File: src/rtl/pc_source_if.sv
// Control-unit-to-PC-source bus: datapath sources, write/branch/exception
// controls in one direction, registered PC/EPC/status back.
interface pc_source_if #(
    parameter int DATA_W = 32,
    parameter int N_SRC  = 4,
    parameter int SEL_W  = 3
);
    logic [N_SRC*DATA_W-1:0] src_in;
    logic [SEL_W-1:0]        pc_src_sel;
    logic                    pc_write;
    logic                    pc_write_cond;
    logic [1:0]              branch_mode;
    logic                    alu_zero;
    logic                    alu_gt;
    logic                    exc_req;
    logic [1:0]              exc_code;
    logic [DATA_W-1:0]       pc_out;
    logic [DATA_W-1:0]       epc_out;
    logic                    exc_busy;
    logic                    sel_err;

    modport master (
        output src_in, pc_src_sel, pc_write, pc_write_cond, branch_mode,
               alu_zero, alu_gt, exc_req, exc_code,
        input  pc_out, epc_out, exc_busy, sel_err
    );

    modport slave (
        input  src_in, pc_src_sel, pc_write, pc_write_cond, branch_mode,
               alu_zero, alu_gt, exc_req, exc_code,
        output pc_out, epc_out, exc_busy, sel_err
    );
endinterface

File: src/rtl/pc_source_unit.sv
// Next-PC source selection, branch-qualified PC write and the two-step
// exception sequence (save EPC, then vector PC) for the multicycle datapath.
module pc_source_unit #(
    parameter int                 DATA_W   = 32,
    parameter int                 N_SRC    = 4,
    parameter int                 SEL_W    = 3,
    parameter logic [DATA_W-1:0]  RESET_PC = {DATA_W{1'b0}},
    parameter logic [DATA_W-1:0]  EXC_BASE = DATA_W'(32'h0000_00FD),
    parameter int                 EPC_ADJ  = 4
) (
    input  logic       clk,
    input  logic       reset,
    pc_source_if.slave bus
);

    localparam int N_SLOT = 1 << SEL_W;

    typedef enum logic [1:0] {
        IDLE = 2'b00,
        SAVE = 2'b01,
        VECT = 2'b10
    } state_t;

    state_t            state_r;
    logic [DATA_W-1:0] pc_r;
    logic [DATA_W-1:0] epc_r;
    logic [1:0]        code_r;
    logic              busy_r;
    logic              sel_err_r;

    logic [DATA_W-1:0] slot_s [N_SLOT];
    logic [DATA_W-1:0] nxt_s;
    logic              sel_ok_s;
    logic              cond_s;
    logic              we_s;

    // Every select code gets a slot so the mux index is full width; illegal
    // slots feed the current PC, which is never loaded because sel_ok_s is low.
    genvar g;
    for (g = 0; g < N_SLOT; g++) begin : g_slot
        if (g < N_SRC) begin : g_ext
            assign slot_s[g] = bus.src_in[g*DATA_W +: DATA_W];
        end else if (g == N_SRC) begin : g_epc
            assign slot_s[g] = epc_r;
        end else begin : g_ill
            assign slot_s[g] = pc_r;
        end
    end

    // Next-PC mux, select legality, branch condition and write enable.
    always_comb begin
        nxt_s    = slot_s[bus.pc_src_sel];
        sel_ok_s = (bus.pc_src_sel <= SEL_W'(N_SRC));
        case (bus.branch_mode)
            2'b00:   cond_s = bus.alu_zero;
            2'b01:   cond_s = ~bus.alu_zero;
            2'b10:   cond_s = bus.alu_gt;
            2'b11:   cond_s = ~bus.alu_gt;
            default: cond_s = 1'b0;
        endcase
        we_s = bus.pc_write | (bus.pc_write_cond & cond_s);
    end

    // Exception sequencer and PC/EPC registers; exceptions beat PC writes in IDLE.
    always_ff @(posedge clk) begin
        if (reset) begin
            state_r   <= IDLE;
            pc_r      <= RESET_PC;
            epc_r     <= {DATA_W{1'b0}};
            code_r    <= 2'b00;
            busy_r    <= 1'b0;
            sel_err_r <= 1'b0;
        end else begin
            sel_err_r <= 1'b0;
            case (state_r)
                IDLE: begin
                    if (bus.exc_req) begin
                        code_r  <= bus.exc_code;
                        busy_r  <= 1'b1;
                        state_r <= SAVE;
                    end else if (we_s && sel_ok_s) begin
                        pc_r <= nxt_s;
                    end else if (we_s) begin
                        sel_err_r <= 1'b1;
                    end else begin
                        busy_r <= 1'b0;
                    end
                end
                SAVE: begin
                    // PC has already been incremented past the faulting instruction.
                    epc_r   <= pc_r - DATA_W'(EPC_ADJ);
                    busy_r  <= 1'b1;
                    state_r <= VECT;
                end
                VECT: begin
                    pc_r    <= EXC_BASE + DATA_W'(code_r);
                    busy_r  <= 1'b0;
                    state_r <= IDLE;
                end
                default: begin
                    busy_r  <= 1'b0;
                    state_r <= IDLE;
                end
            endcase
        end
    end

    assign bus.pc_out   = pc_r;
    assign bus.epc_out  = epc_r;
    assign bus.exc_busy = busy_r;
    assign bus.sel_err  = sel_err_r;

endmodule

File: src/flat_wrapper.sv
// flat-port wrapper written by rule: the top's interface ports become plain ports
module pc_source_unit_flat 
#(
    parameter int                 DATA_W   = 32,
    parameter int                 N_SRC    = 4,
    parameter int                 SEL_W    = 3,
    parameter logic [DATA_W-1:0]  RESET_PC = {DATA_W{1'b0}},
    parameter logic [DATA_W-1:0]  EXC_BASE = DATA_W'(32'h0000_00FD),
    parameter int                 EPC_ADJ  = 4
)
  (clk, reset, bus_src_in, bus_pc_src_sel, bus_pc_write, bus_pc_write_cond, bus_branch_mode, bus_alu_zero, bus_alu_gt, bus_exc_req, bus_exc_code, bus_pc_out, bus_epc_out, bus_exc_busy, bus_sel_err);
  pc_source_if #(.DATA_W(DATA_W), .N_SRC(N_SRC), .SEL_W(SEL_W)) bus_i ();
  input  logic clk;
  input  logic reset;
  input wire logic [$bits(bus_i.src_in)-1:0] bus_src_in;
  input wire logic [$bits(bus_i.pc_src_sel)-1:0] bus_pc_src_sel;
  input wire logic [$bits(bus_i.pc_write)-1:0] bus_pc_write;
  input wire logic [$bits(bus_i.pc_write_cond)-1:0] bus_pc_write_cond;
  input wire logic [$bits(bus_i.branch_mode)-1:0] bus_branch_mode;
  input wire logic [$bits(bus_i.alu_zero)-1:0] bus_alu_zero;
  input wire logic [$bits(bus_i.alu_gt)-1:0] bus_alu_gt;
  input wire logic [$bits(bus_i.exc_req)-1:0] bus_exc_req;
  input wire logic [$bits(bus_i.exc_code)-1:0] bus_exc_code;
  output wire logic [$bits(bus_i.pc_out)-1:0] bus_pc_out;
  output wire logic [$bits(bus_i.epc_out)-1:0] bus_epc_out;
  output wire logic [$bits(bus_i.exc_busy)-1:0] bus_exc_busy;
  output wire logic [$bits(bus_i.sel_err)-1:0] bus_sel_err;
  assign bus_i.src_in = bus_src_in;
  assign bus_i.pc_src_sel = bus_pc_src_sel;
  assign bus_i.pc_write = bus_pc_write;
  assign bus_i.pc_write_cond = bus_pc_write_cond;
  assign bus_i.branch_mode = bus_branch_mode;
  assign bus_i.alu_zero = bus_alu_zero;
  assign bus_i.alu_gt = bus_alu_gt;
  assign bus_i.exc_req = bus_exc_req;
  assign bus_i.exc_code = bus_exc_code;
  assign bus_pc_out = bus_i.pc_out;
  assign bus_epc_out = bus_i.epc_out;
  assign bus_exc_busy = bus_i.exc_busy;
  assign bus_sel_err = bus_i.sel_err;
  pc_source_unit #(.DATA_W(DATA_W), .N_SRC(N_SRC), .SEL_W(SEL_W), .RESET_PC(RESET_PC), .EXC_BASE(EXC_BASE), .EPC_ADJ(EPC_ADJ)) u_core (.clk(clk), .reset(reset), .bus(bus_i));
endmodule
File: config.mk
export PLATFORM = sky130hd
export DESIGN_NAME = pc_source_unit_flat
export DESIGN_NICKNAME = d
export VERILOG_FILES = /design/src/rtl/pc_source_if.sv /design/src/rtl/pc_source_unit.sv /design/src/flat_wrapper.sv
export SDC_FILE = /design/constraint.sdc
export NUM_CORES = 1
export LEC_CHECK = 0
export CAP_MARGIN = 20
export CORE_UTILIZATION = 44
export CTS_CLUSTER_DIAMETER = 100
export DETAILED_ROUTE_END_ITERATION = 10
export PLACE_DENSITY_LB_ADDON = 0.1
export SETUP_SLACK_MARGIN = 0.4
export SYNTH_ARGS = -nofsm -noshare
export SYNTH_HDL_FRONTEND = slang
export SYNTH_SLANG_ARGS = --single-unit
File: constraint.sdc
create_clock -name clk -period 3.2 [get_ports clk]
set_input_delay 0.64 -clock clk [delete_from_list [all_inputs] [get_ports clk]]
set_output_delay 0.64 -clock clk [all_outputs]
set_load 0.005 [all_outputs]
[Yosys cells after proc, flatten, opt, wreduce, memory -nomap -nowiden]
Cells that the tools add are included.
Widths: inputs -> output; s select.
Storage, ports and cells
  flip-flop bits (word level): 70
  output and inout bits: 66
  logic and storage cells: 48
  input port bits: 142
Cells by class
  magnitude comparators: 2
  mux-type cells: 14
  add/subtract/negate cells: 2
  reduce and logical (&&, ||, !) cells: 8
  bitwise logic cells: 6
  equal/unequal tests: 10
Operators with widths (number)
  $mux 32: 4
  $bmux 32 s3: 1
  $pmux 32 s2: 1
  $sub 32x3->32 const B: 1
  $add 8x2->9 const A: 1
  $eq 2x2->1 const B: 3
  $ne 3x3->1 const B: 2
  $eq 2x1->1 const B: 2
  $ge 4x4->1 const B: 1
  $logic_not 2->1: 2
  $mux 1: 4
  $ne 2x2->1 const B: 2
  $not 3->4: 1
  $pmux 1 s4: 1
  $pmux 2 s2: 1
  $reduce_and 2->1: 2
  $reduce_or 4->1: 1
  $le 3x3->1 const B: 1
  $not 1->1: 3
  $reduce_and 3->1: 1
  $mux 2: 1
  $ne 2x1->1 const B: 1
  $pmux 1 s2: 1
  $reduce_bool 2->1: 1
  3 further kinds: 3

[Longest topological paths before layout]
Gate-level depths: netlist of the first run.
  depth in word-level cells: 8
  depth in mapped cells: 8
  depth with buffers taken out: 7

[Least setup slack after synthesis of the first run]
No wires, ideal clock.
  kind: in2reg
  start point: input bus_pc_src_sel[0]
  end point: register u_core.pc_r[13] (netlist: u_core.bus.pc_out[13])
  setup slack: 0.919 ns
  data required time: 3.073 ns
  setup time: 0.127 ns
  stages: 6
  buffers on the path: 3
  arrival time: 2.154 ns
  cells stage by stage: buf_2 buf_2 buf_2 mux4_2 mux2i_1 o2bb2ai_1
On the way
  cells in the longest elaborated chain, start to end: 7
  elaborated cells between the ends (all ways): 11
  those cells by class: order compare (1); eq/ne (1); mux (6); bitwise (1); reduce/logical (2)
Ends and longest elaborated chain
  start: declaration: RTL line flat_wrapper.sv:16  | input wire logic [$bits(bus_i.pc_src_sel)-1:0] bus_pc_src_sel;
  $not 3->4 (implied by the code): RTL line pc_source_unit.sv:52  | nxt_s = slot_s[bus.pc_src_sel];
  $bmux 32 s3: RTL line pc_source_unit.sv:52
  $mux 32 (implied by the code) (2 in a row): RTL line pc_source_unit.sv:52
  $mux 32: RTL line pc_source_unit.sv:81  | end else if (we_s && sel_ok_s) begin
  $mux 32: RTL line pc_source_unit.sv:77  | if (bus.exc_req) begin
  $pmux 32 s2: RTL line pc_source_unit.sv:75  | case (state_r)
  end signal: assignment: RTL line pc_source_unit.sv:82  | pc_r <= nxt_s;
  end signal: assignment: RTL line pc_source_unit.sv:96  | pc_r <= EXC_BASE + DATA_W'(code_r);
  end: declaration: RTL line pc_source_unit.sv:25  | logic [DATA_W-1:0] pc_r;
Parallel ways exist; a longest one is shown, timed or not. The select of a mux whose other input is x is not followed.
A chain may end at the register's enable or synchronous reset.

[Worst setup path in the final report of the first run]
  start point: input bus_exc_req
  end point: register u_core.pc_r[18] (netlist: u_core.bus.pc_out[18])
On the way
  cells in the longest elaborated chain, start to end: 2
Ends and longest elaborated chain
  start: declaration: RTL line flat_wrapper.sv:22  | input wire logic [$bits(bus_i.exc_req)-1:0] bus_exc_req;
  $ne 2x2->1 (no line)
  $reduce_and 3->1 (no line)
No other way between the ends.

==> impl_metrics.ini, run 1 <==
[status]
status = finished clean

[detailed_routing]
antenna_left = 0
vias = 4130
viasPerCell = 5.68
wire_per_inst_um = 17.2
drt_iter0_drc = 135
drt_wl_total_um = 12500
drt_pass1_iterations = 4
drc = 0

[clock_network]
cts_setup_buffers = 0
cts_max_level = 3
cts.repair.resized = 0
clk_pin_slew_ps = 70
cts_tree = built
clk-insertion-delay-late_ps = 350
cts.path.max_buffers = 2
cts_buffers = 9
cts_hold_buf = 0
cts_root_buffer = clkbuf_8
clkSinkCount = 70

[hold_path]
min_from = u_core.bus.pc_out[1]
hold_depth = 2
hold_path_end = u_core.bus.epc_out[1]
min_path_type = register to register

[final_layout]
antenna_cells = 0
fin_area_mm2 = 0.00650
drive_above_1_share_pct = 12.8
nets = 755
syn2layout_area_growth_pct = 56.5
nFillCells = 710

[sta]
rsz0062_at_grt = no
finalWorstSetupSlack_ps = 676
tightestPinTransition_ps = 1010
setup_viol = 0
slew_violations = 0
max_slew_margin_pct = 32.5
fmax_ghz = 0.396
holdWs_ps = 480
period_needed_ps = 2520
hold_viol = 0
fin_setup_tns_ps = 0
fin_crit_sh_pct = 78.9
fin_worst_skew_ps = 14.8

[setup_path]
arrival_ps = 2790
reg2reg_to = u_core.bus.epc_out[26]
worstPathCellList = clkdlybuf4s50_1, nor2_1, a31o_2, a41o_1, nor2_2, o2bb2ai_1
r2r-start = u_core.bus.pc_out[2]
cp.depth = 6
path_delay_family = simple AND/OR/NAND/NOR gates
reg2reg_depth = 7
reg2reg_setup_slack_ps = 790
crit_type = input port to register
end_kind = register
required_ps = 3460
startpoint_type = input port
max_stage_delay_ps = 770
worst-path-buf-inv = 1
path_max_fanout = 22
cpMaxStageDelayCell = nor2_2

[floorplanning]
ios = 208
die-area_mm2 = 0.00983
start_util_pct = 45.2
die_x_um = 99.2
die_height_um = 99.2
coreArea_mm2 = 0.00920
row_count = 35

[logic_synthesis]
synth_compound_area_share_pct = 14.3
ys_warn_count = 0
yosys.area_share.adder_pct = 0.602
yosys-top-cells-area = dfxtp_1 (34%), mux4_2 (16%), mux2i_1 (6.7%)
synth_top_area_cell = dfxtp_1
synthSimpleGateAreaFrac_pct = 17.0
synth-seq-area-share_pct = 33.7
ys_seq_elements = 70
synth_fp_nets = 560
yosysTopAreaCellShare_pct = 33.7
syn_avg_cell_area_um2 = 9.99
synthesis.area_mm2 = 0.00415
synthCells = 416
synth-xor-area-share_pct = 5.27
synth_top_family_by_area = multiplexers
synthMuxAreaShare_pct = 25.7
ys_types = 49

[global_route]
gr-total-overflow = 0
globalRouteMet2Util_pct = 43.9
use_met3_pct = 6.68
grt.total_usage_pct = 26.3
grt_max_degree = 45
grt_pass1_wl_um = 20500
met1_usage_pct = 33.6
grt_pass1_vias = 4172
top_usage_layer = met2
antenna_found_initial = 0

[placement]
dpl_cell_area_mm2 = 0.00629
gp_congestion = 0.856
numPortBuffers = 207
dp_hpwl_um = 9290
pre_cts_ws_ps = 364

[power_and_ir_drop]
vdd_drop_max_mv = 0.239
power_density_mw_per_mm2 = 392
leakagePower_nw = 2.36

[run]
max-cap-violations = 0
## kinds of logic (layout without fill, tap and decap cells)
kind of cell	after synthesis	count (layout)
AO/OA/AOI/OAI	79	79
buffers and inverters	35	235
adder cells (fa/ha/maj)	2	2
multiplexers	69	69
flip-flops	70	70
AND/OR/NAND/NOR	136	136
XOR/XNOR	25	25
## through the flow
step / utilization [%] / std cells / total power [W]
2_1_floorplan: - / 416 / 0.00145
3_3_place_gp: 68.4 / 711 / 0.00180
3_5_place_dp: 68.4 / 711 / 0.00182
4_1_cts: 70.7 / 727 / 0.00256
5_1_grt: 70.7 / 727 / 0.00269
6_report: 70.7 / 727 / 0.00255
## worst min-delay path, delay by kind of cell, from the launching register on
| kind | cells | cell delay (ps) |
|---|---|---|
| AO/OA/AOI/OAI | 1 | 50 |
| AND/OR/NAND/NOR | 1 | 60 |
| flip-flops | 1 | 330 |
## flip-flops by register name (all words and copies together), names as in the netlist
signal / flops
u_core.code_r: 2
u_core.bus.epc_out: 32
u_core.state_r: 2
u_core.bus.sel_err: 1
u_core.bus.pc_out: 32
u_core.bus.exc_busy: 1
## area by class of cell
cell class | instances | area, um^2 | share of cell area [%]
well taps | 111 | 139 | 2.14
flip-flops and latches | 70 | 1400 | 21.6
inverters | 4 | 15.0 | 0.231
clock buffers | 11 | 151 | 2.33
repair buffers | 215 | 2110 | 32.5
clock inverters | 5 | 57.6 | 0.885
multi-input cells | 311 | 2630 | 40.4
## placed cells by master, fill, tap and decap left out, types with 8 or more instances in the layout
master | netlist | final
a211oi_1 | 22 | 22
nand2_1 | 17 | 17
xor2_1 | 13 | 13
mux2i_1 | 28 | 28
nand3_1 | 8 | 8
nor4_1 | 8 | 8
nor2_1 | 55 | 54
mux2_2 | 12 | 12
a21oi_1 | 12 | 12
dfxtp_1 | 70 | 70
clkdlybuf4s50_1 | 0 | 203
nor3_1 | 11 | 11
buf_4 | 0 | 8
xnor2_1 | 12 | 12
mux4_2 | 29 | 29
o2bb2ai_1 | 22 | 22
clkbuf_8 | 0 | 11
## where the power goes
part / internal (W) / switching [W] / total, W
clock network: 0.000401 / 0.000341 / 0.000742
registers: 0.000927 / 0.0000654 / 0.000992
logic: 0.000477 / 0.000340 / 0.000817
## synthesized netlist by cell type, drive strengths merged
cell      n
a41o      1
a211oi   23
and4      1
o32ai     1
nand2b    3
nand4     5
mux4     29
ha        2
nor4     10
nor3b     5
nand3     8
a21o      1
o2bb2ai  22
nor2b     4
dfxtp    70
nand4b    2
o21a      1
xnor2    12
a31oi     3
nand2    17
xor2     13
a32oi     1
and2      3
nor4b     1
nor2     56
a311oi    4
or3b      1
or4       5
buf      10
a21oi    12
mux2     12
or3       3
nor3     11
mux2i    28
clkbuf   21
inv       4
a31o      1
o21ai     3
o31ai     3
and3      1
a22oi     3
## worst max path at each step
stage	startpoint	endpoint	slack, ps
after detailed placement	bus_branch_mode[1]	u_core.bus.pc_out[18]	360
after floorplan	bus_pc_src_sel[0]	u_core.bus.pc_out[13]	920
after global placement	bus_branch_mode[1]	u_core.bus.pc_out[29]	440
final	bus_exc_req	u_core.bus.pc_out[18]	680
after global routing	bus_branch_mode[1]	u_core.bus.pc_out[18]	520
after CTS	bus_branch_mode[1]	u_core.bus.pc_out[18]	710
## routing by layer
metal / vias up / wire length [um]
met5: - / 0
met4: 0 / 262
met3: 24 / 950
met2: 178 / 5950
met1: 1943 / 5310
li1: 1985 / -
Note: power is estimated with default switching activity, not from simulation.
==> run 2: changes to the inputs <==
--- a/config.mk
+++ b/config.mk
@@ -6,7 +6,7 @@
 export NUM_CORES = 1
 export LEC_CHECK = 0
 export CAP_MARGIN = 20
-export CORE_UTILIZATION = 44
+export CORE_UTILIZATION = 37
 export CTS_CLUSTER_DIAMETER = 100
 export DETAILED_ROUTE_END_ITERATION = 10
 export PLACE_DENSITY_LB_ADDON = 0.1
==> constraint.sdc (replaced) <==
create_clock -name clk -period 2.2 [get_ports clk]
set_input_delay 0.44 -clock clk [delete_from_list [all_inputs] [get_ports clk]]
set_output_delay 0.44 -clock clk [all_outputs]
set_load 0.005 [all_outputs]
==> impl_metrics.ini, run 2 (same netlist as run 1, synthesis figures left out) <==
[status]
status = finished clean

[sta]
fin_worst_skew_ps = 11.2
fin_setup_tns_ps = 0
max_slew_margin_pct = 74.0
fin_crit_sh_pct = 91.8
hold_viol = 0
period_needed_ps = 2020
setup_viol = 0
finalWorstSetupSlack_ps = 179
fmax_ghz = 0.495
slew_violations = 0
tightestPinTransition_ps = 386
rsz0062_at_grt = yes

[global_route]
gr-total-overflow = 0
grt.total_usage_pct = 24.0
grt_pass1_vias = 4390
antenna_found_initial = 0
grt_pass1_wl_um = 21600
grt_max_degree = 60

[final_layout]
drive_above_1_share_pct = 24.5
antenna_cells = 0
fin_cells = 782
syn2layout_area_growth_pct = 69.4
fin_area_mm2 = 0.00704
nFillCells = 900
final_cell_mix = clkdlybuf4s50_1 (198), nor2_1 (52), dfxtp_1 (46), mux4_2 (29), mux2i_1 (27)
fin_util_pct = 64.6
final_common_cell = clkdlybuf4s50_1
nets = 781

[detailed_routing]
drc = 0
wire_per_inst_um = 17.7
drt_wl_total_um = 13900
viasPerCell = 5.46
antenna_left = 0
drt_pass1_iterations = 4
vias = 4266
drt_iter0_drc = 157

[clock_network]
cts.path.max_buffers = 2
cts_max_level = 3
cts_hold_buf = 0
cts_buffers = 9
cts_tree = built
clkSinkCount = 70
cts_root_buffer = clkbuf_8
clk_pin_slew_ps = 80
clk-insertion-delay-late_ps = 350

[setup_path]
worstPathCellList = or4_4, buf_4, nor2_4, nand3_2, or4_1, a311oi_1
end_kind = register
cp.depth = 6
max_stage_delay_ps = 550
startpoint_type = register
cp-startpoint = u_core.bus.pc_out[12]
worst-path-buf-inv = 1
reg2reg_setup_slack_ps = 180
crit_type = register to register
r2r-start = u_core.bus.pc_out[12]
required_ps = 2460
crit_path_end = u_core.bus.epc_out[31]
reg2reg_to = u_core.bus.epc_out[31]
cpMaxStageDelayCell = or4_4
reg2reg_depth = 6
path_max_fanout = 4
arrival_ps = 2280
path_delay_family = simple AND/OR/NAND/NOR gates

[floorplanning]
die-area_mm2 = 0.0117
start_util_pct = 38.2
ios = 208
die_height_um = 108
die_x_um = 108
row_count = 38
coreArea_mm2 = 0.0109

[power_and_ir_drop]
vdd_drop_max_mv = 0.298
leakagePower_nw = 2.61
power_density_mw_per_mm2 = 564

[placement]
pre_cts_ws_ps = -45.8
dpl_cell_area_mm2 = 0.00652
gp_congestion = 0.856
numPortBuffers = 207
dp_hpwl_um = 10200
place_inst = 753

[run]
max-cap-violations = 0

[hold_path]
min_from = reset
min_path_type = input port to register
==> run 2: cell types whose count changed in the layout (fill, tap and decap cells not counted), moves of 5 or more <==
| cell | before | now |
|---|---|---|
| nor4_1 | 8 | 2 |
| a211oi_2 | 1 | 6 |
| a211oi_1 | 22 | 17 |
| dfxtp_2 | 0 | 16 |
| buf_4 | 8 | 25 |
| dfxtp_1 | 70 | 46 |
| buf_12 | 0 | 5 |
| nor4_2 | 0 | 6 |
| dfxtp_4 | 0 | 8 |
| clkdlybuf4s50_1 | 203 | 198 |
==> run 2: area by class of cell <==
type,count,area (um^2),area share (%)
inverters,4,17.5,0.249
multi-input cells,311,2800,39.8
clock buffers,11,151,2.15
well taps,140,175,2.49
repair buffers,241,2380,33.8
clock inverters,5,57.6,0.818
flip-flops and latches,70,1450,20.6
==> run 2: worst min path at each step <==
stage               slack, ps  depth (start not counted)               endpoint
CTS                       440                          3     u_core.bus.sel_err
floorplan                 440                          2       u_core.code_r[1]
global route              450                          3     u_core.bus.sel_err
finish                    440                          3     u_core.bus.sel_err
detailed placement        470                          2  u_core.bus.epc_out[0]
global placement          450                          2       u_core.code_r[1]
==> run 2: metrics by stage <==
stage	hold slack [ps]	total power [W]
2_1_floorplan	440	0.00213
3_3_place_gp	455	0.00272
3_5_place_dp	468	0.00274
4_1_cts	442	0.00392
5_1_grt	451	0.00417
6_report	441	0.00397
==> run 2: power by group <==
| part | leakage (nW) | total (W) | internal [W] | switching [W] |
|---|---|---|---|---|
| Sequential | 0.585 | 0.00144 | 0.00135 | 0.0000958 |
| Combinational | 1.93 | 0.00143 | 0.000847 | 0.000582 |
| Clock | 0.0976 | 0.00109 | 0.000583 | 0.000510 |
==> run 2: worst register-to-register path: stages (launching register included) <==
cell      delay (ps)
dfxtp_4          360
or4_4            550
buf_4            160
nor2_4           110
nand3_2          100
or4_1            400
a311oi_1         250
==> run 2: layer usage <==
| layer | track usage (%) | part of all wire, % | vias to the layer above |
|---|---|---|---|
| met5 | 0 | 0 | - |
| met4 | 8.32 | 1.5 | 0 |
| met3 | 4.28 | 7.0 | 16 |
| met2 | 41.8 | 50 | 163 |
| met1 | 29.7 | 42 | 2057 |
| li1 | - | - | 2030 |
==> run 2: timing repair <==
action,CTS,global route
buffers inserted,7,5
setup endpoints to repair,66,47
gates cloned,1,0
resized for setup,36,32
pin swaps,17,7
==> variant (settings of run 1) <==
`DATA_W` is set to 32 in 3 places; all go to 64.
--- a/src/rtl/pc_source_if.sv
+++ b/src/rtl/pc_source_if.sv
@@ -3,3 +3,3 @@
 interface pc_source_if #(
-    parameter int DATA_W = 32,
+    parameter int DATA_W = 64,
     parameter int N_SRC  = 4,
--- a/src/rtl/pc_source_unit.sv
+++ b/src/rtl/pc_source_unit.sv
@@ -3,3 +3,3 @@
 module pc_source_unit #(
-    parameter int                 DATA_W   = 32,
+    parameter int                 DATA_W   = 64,
     parameter int                 N_SRC    = 4,
--- a/src/flat_wrapper.sv
+++ b/src/flat_wrapper.sv
@@ -3,3 +3,3 @@
 #(
-    parameter int                 DATA_W   = 32,
+    parameter int                 DATA_W   = 64,
     parameter int                 N_SRC    = 4,
Interface: changed (resized bus_epc_out, bus_pc_out and bus_src_in); port bits go from 208 to 400. The function was not compared with the original's and may differ.
==> variant against run 1 <==
Sequential cell count is 64 higher. Sequential power is 92% higher. Worst setup slack worse by 0.20 ns. Final area is 94% higher. Routed wire length is 120% higher. Non-clock buffer count is 199 higher. Critical path type is now reg -> reg. Area after synthesis is 86% higher. Total power is 120% higher. Fmax is 7.4% lower. Worst hold slack worse by 0.013 ns.
==> variant: results (changes against run 1) <==
<table>
<tr><th>Metric</th><th>Value</th></tr>
<tr><th colspan="2">Cells and area</th></tr>
<tr><td>Bufs w/o clock</td><td>414 (was 215)</td></tr>
<tr><td>Seq/total area</td><td>21.31% (was 21.55%)</td></tr>
<tr><td>Area fraction of clock buffers and clock inverters</td><td>5.118% (was 3.214%)</td></tr>
<tr><td>Antenna Cells</td><td>2 (was 0)</td></tr>
<tr><td>Fill cell count</td><td>1305 (was 710)</td></tr>
<tr><td>Final instance area</td><td>12590 µm² (was 6501 µm²)</td></tr>
<tr><th colspan="2">Clock tree</th></tr>
<tr><td>Clock buffer count from CTS</td><td>17 (was 9)</td></tr>
<tr><td>H-tree lvl count</td><td>4 (was 3)</td></tr>
<tr><td>Clock sink total</td><td>134 (was 70)</td></tr>
<tr><th colspan="2">Worst setup path</th></tr>
<tr><td>FF-to-FF setup slack</td><td>0.47 ns (was 0.79 ns)</td></tr>
<tr><td>Crit Reg-Reg Endpoint</td><td>u_core.bus.epc_out[52] (was u_core.bus.epc_out[26])</td></tr>
<tr><td>Origin of the worst setup path</td><td>u_core.bus.pc_out[34] (was bus_exc_req)</td></tr>
<tr><th colspan="2">GRT</th></tr>
<tr><td>Number of antenna violations at the first check in global routing</td><td>2 (was 0)</td></tr>
<tr><td>Number of global-route vias before repair</td><td>7809 (was 4172)</td></tr>
<tr><td>Met1 Use GR</td><td>35.43% (was 33.59%)</td></tr>
<tr><th colspan="2">Placed design</th></tr>
<tr><td>Area post-placement</td><td>11920 µm² (was 6292 µm²)</td></tr>
<tr><td>Post-placement worst setup slack</td><td>0.09449 ns (was 0.3643 ns)</td></tr>
<tr><td>Hpwl dp</td><td>20.06 mm (was 9.287 mm)</td></tr>
<tr><th colspan="2">Yosys</th></tr>
<tr><td>Compound-Gate Fraction of Synth Area</td><td>12.94% (was 14.34%)</td></tr>
<tr><td>Mapped Avg Cell Area</td><td>9.793 µm² (was 9.986 µm²)</td></tr>
<tr><th colspan="2">Min path</th></tr>
<tr><td>Worst min-delay path endpoint</td><td>u_core.bus.exc_busy (was u_core.bus.epc_out[1])</td></tr>
<tr><th colspan="2">Power</th></tr>
<tr><td>Worst VDD drop</td><td>375.8 µV (was 239.3 µV)</td></tr>
<tr><td>Psw</td><td>1521 µW (was 746.3 µW)</td></tr>
<tr><th colspan="2">Detailed routing</th></tr>
<tr><td>Total wire length</td><td>27.45 mm (was 12.48 mm)</td></tr>
<tr><td>Total vias in the final route</td><td>7866 (was 4130)</td></tr>
<tr><th colspan="2">Status</th></tr>
<tr><td>Outcome</td><td>finished clean (unchanged)</td></tr>
</table>
-- variant: cell count changes after synthesis, moves of 23 or more --
cell	before	now
sky130_fd_sc_hd__mux2i_1	28	67
sky130_fd_sc_hd__mux4_2	29	64
sky130_fd_sc_hd__nor2_1	55	88
sky130_fd_sc_hd__clkbuf_1	20	43
sky130_fd_sc_hd__dfxtp_1	70	134
sky130_fd_sc_hd__nand2_1	17	69
sky130_fd_sc_hd__o21ai_0	3	64
-- variant: metal layers --
metal	vias to the layer above	part of all wire (%)
met5	-	0
met4	0	2.1
met3	40	7.2
met2	326	52
met1	3751	39
li1	3749	-
-- variant: power by group through the flow --
stage	Sequential, µW	Clock (µW)	Combinational (µW)
after floorplan	1910	0	842
after global placement	1930	0	1550
after detailed placement	1930	0	1580
after CTS	1900	2130	1600
after global routing	1920	2200	1730
final	1900	2100	1600
-- variant: critical path: cells and delay by family (launching register included) --
| family | cells | cell delay (ns) |
|---|---|---|
| compound gates | 1 | 0.28 |
| simple gates | 4 | 1.96 |
| flops | 1 | 0.38 |
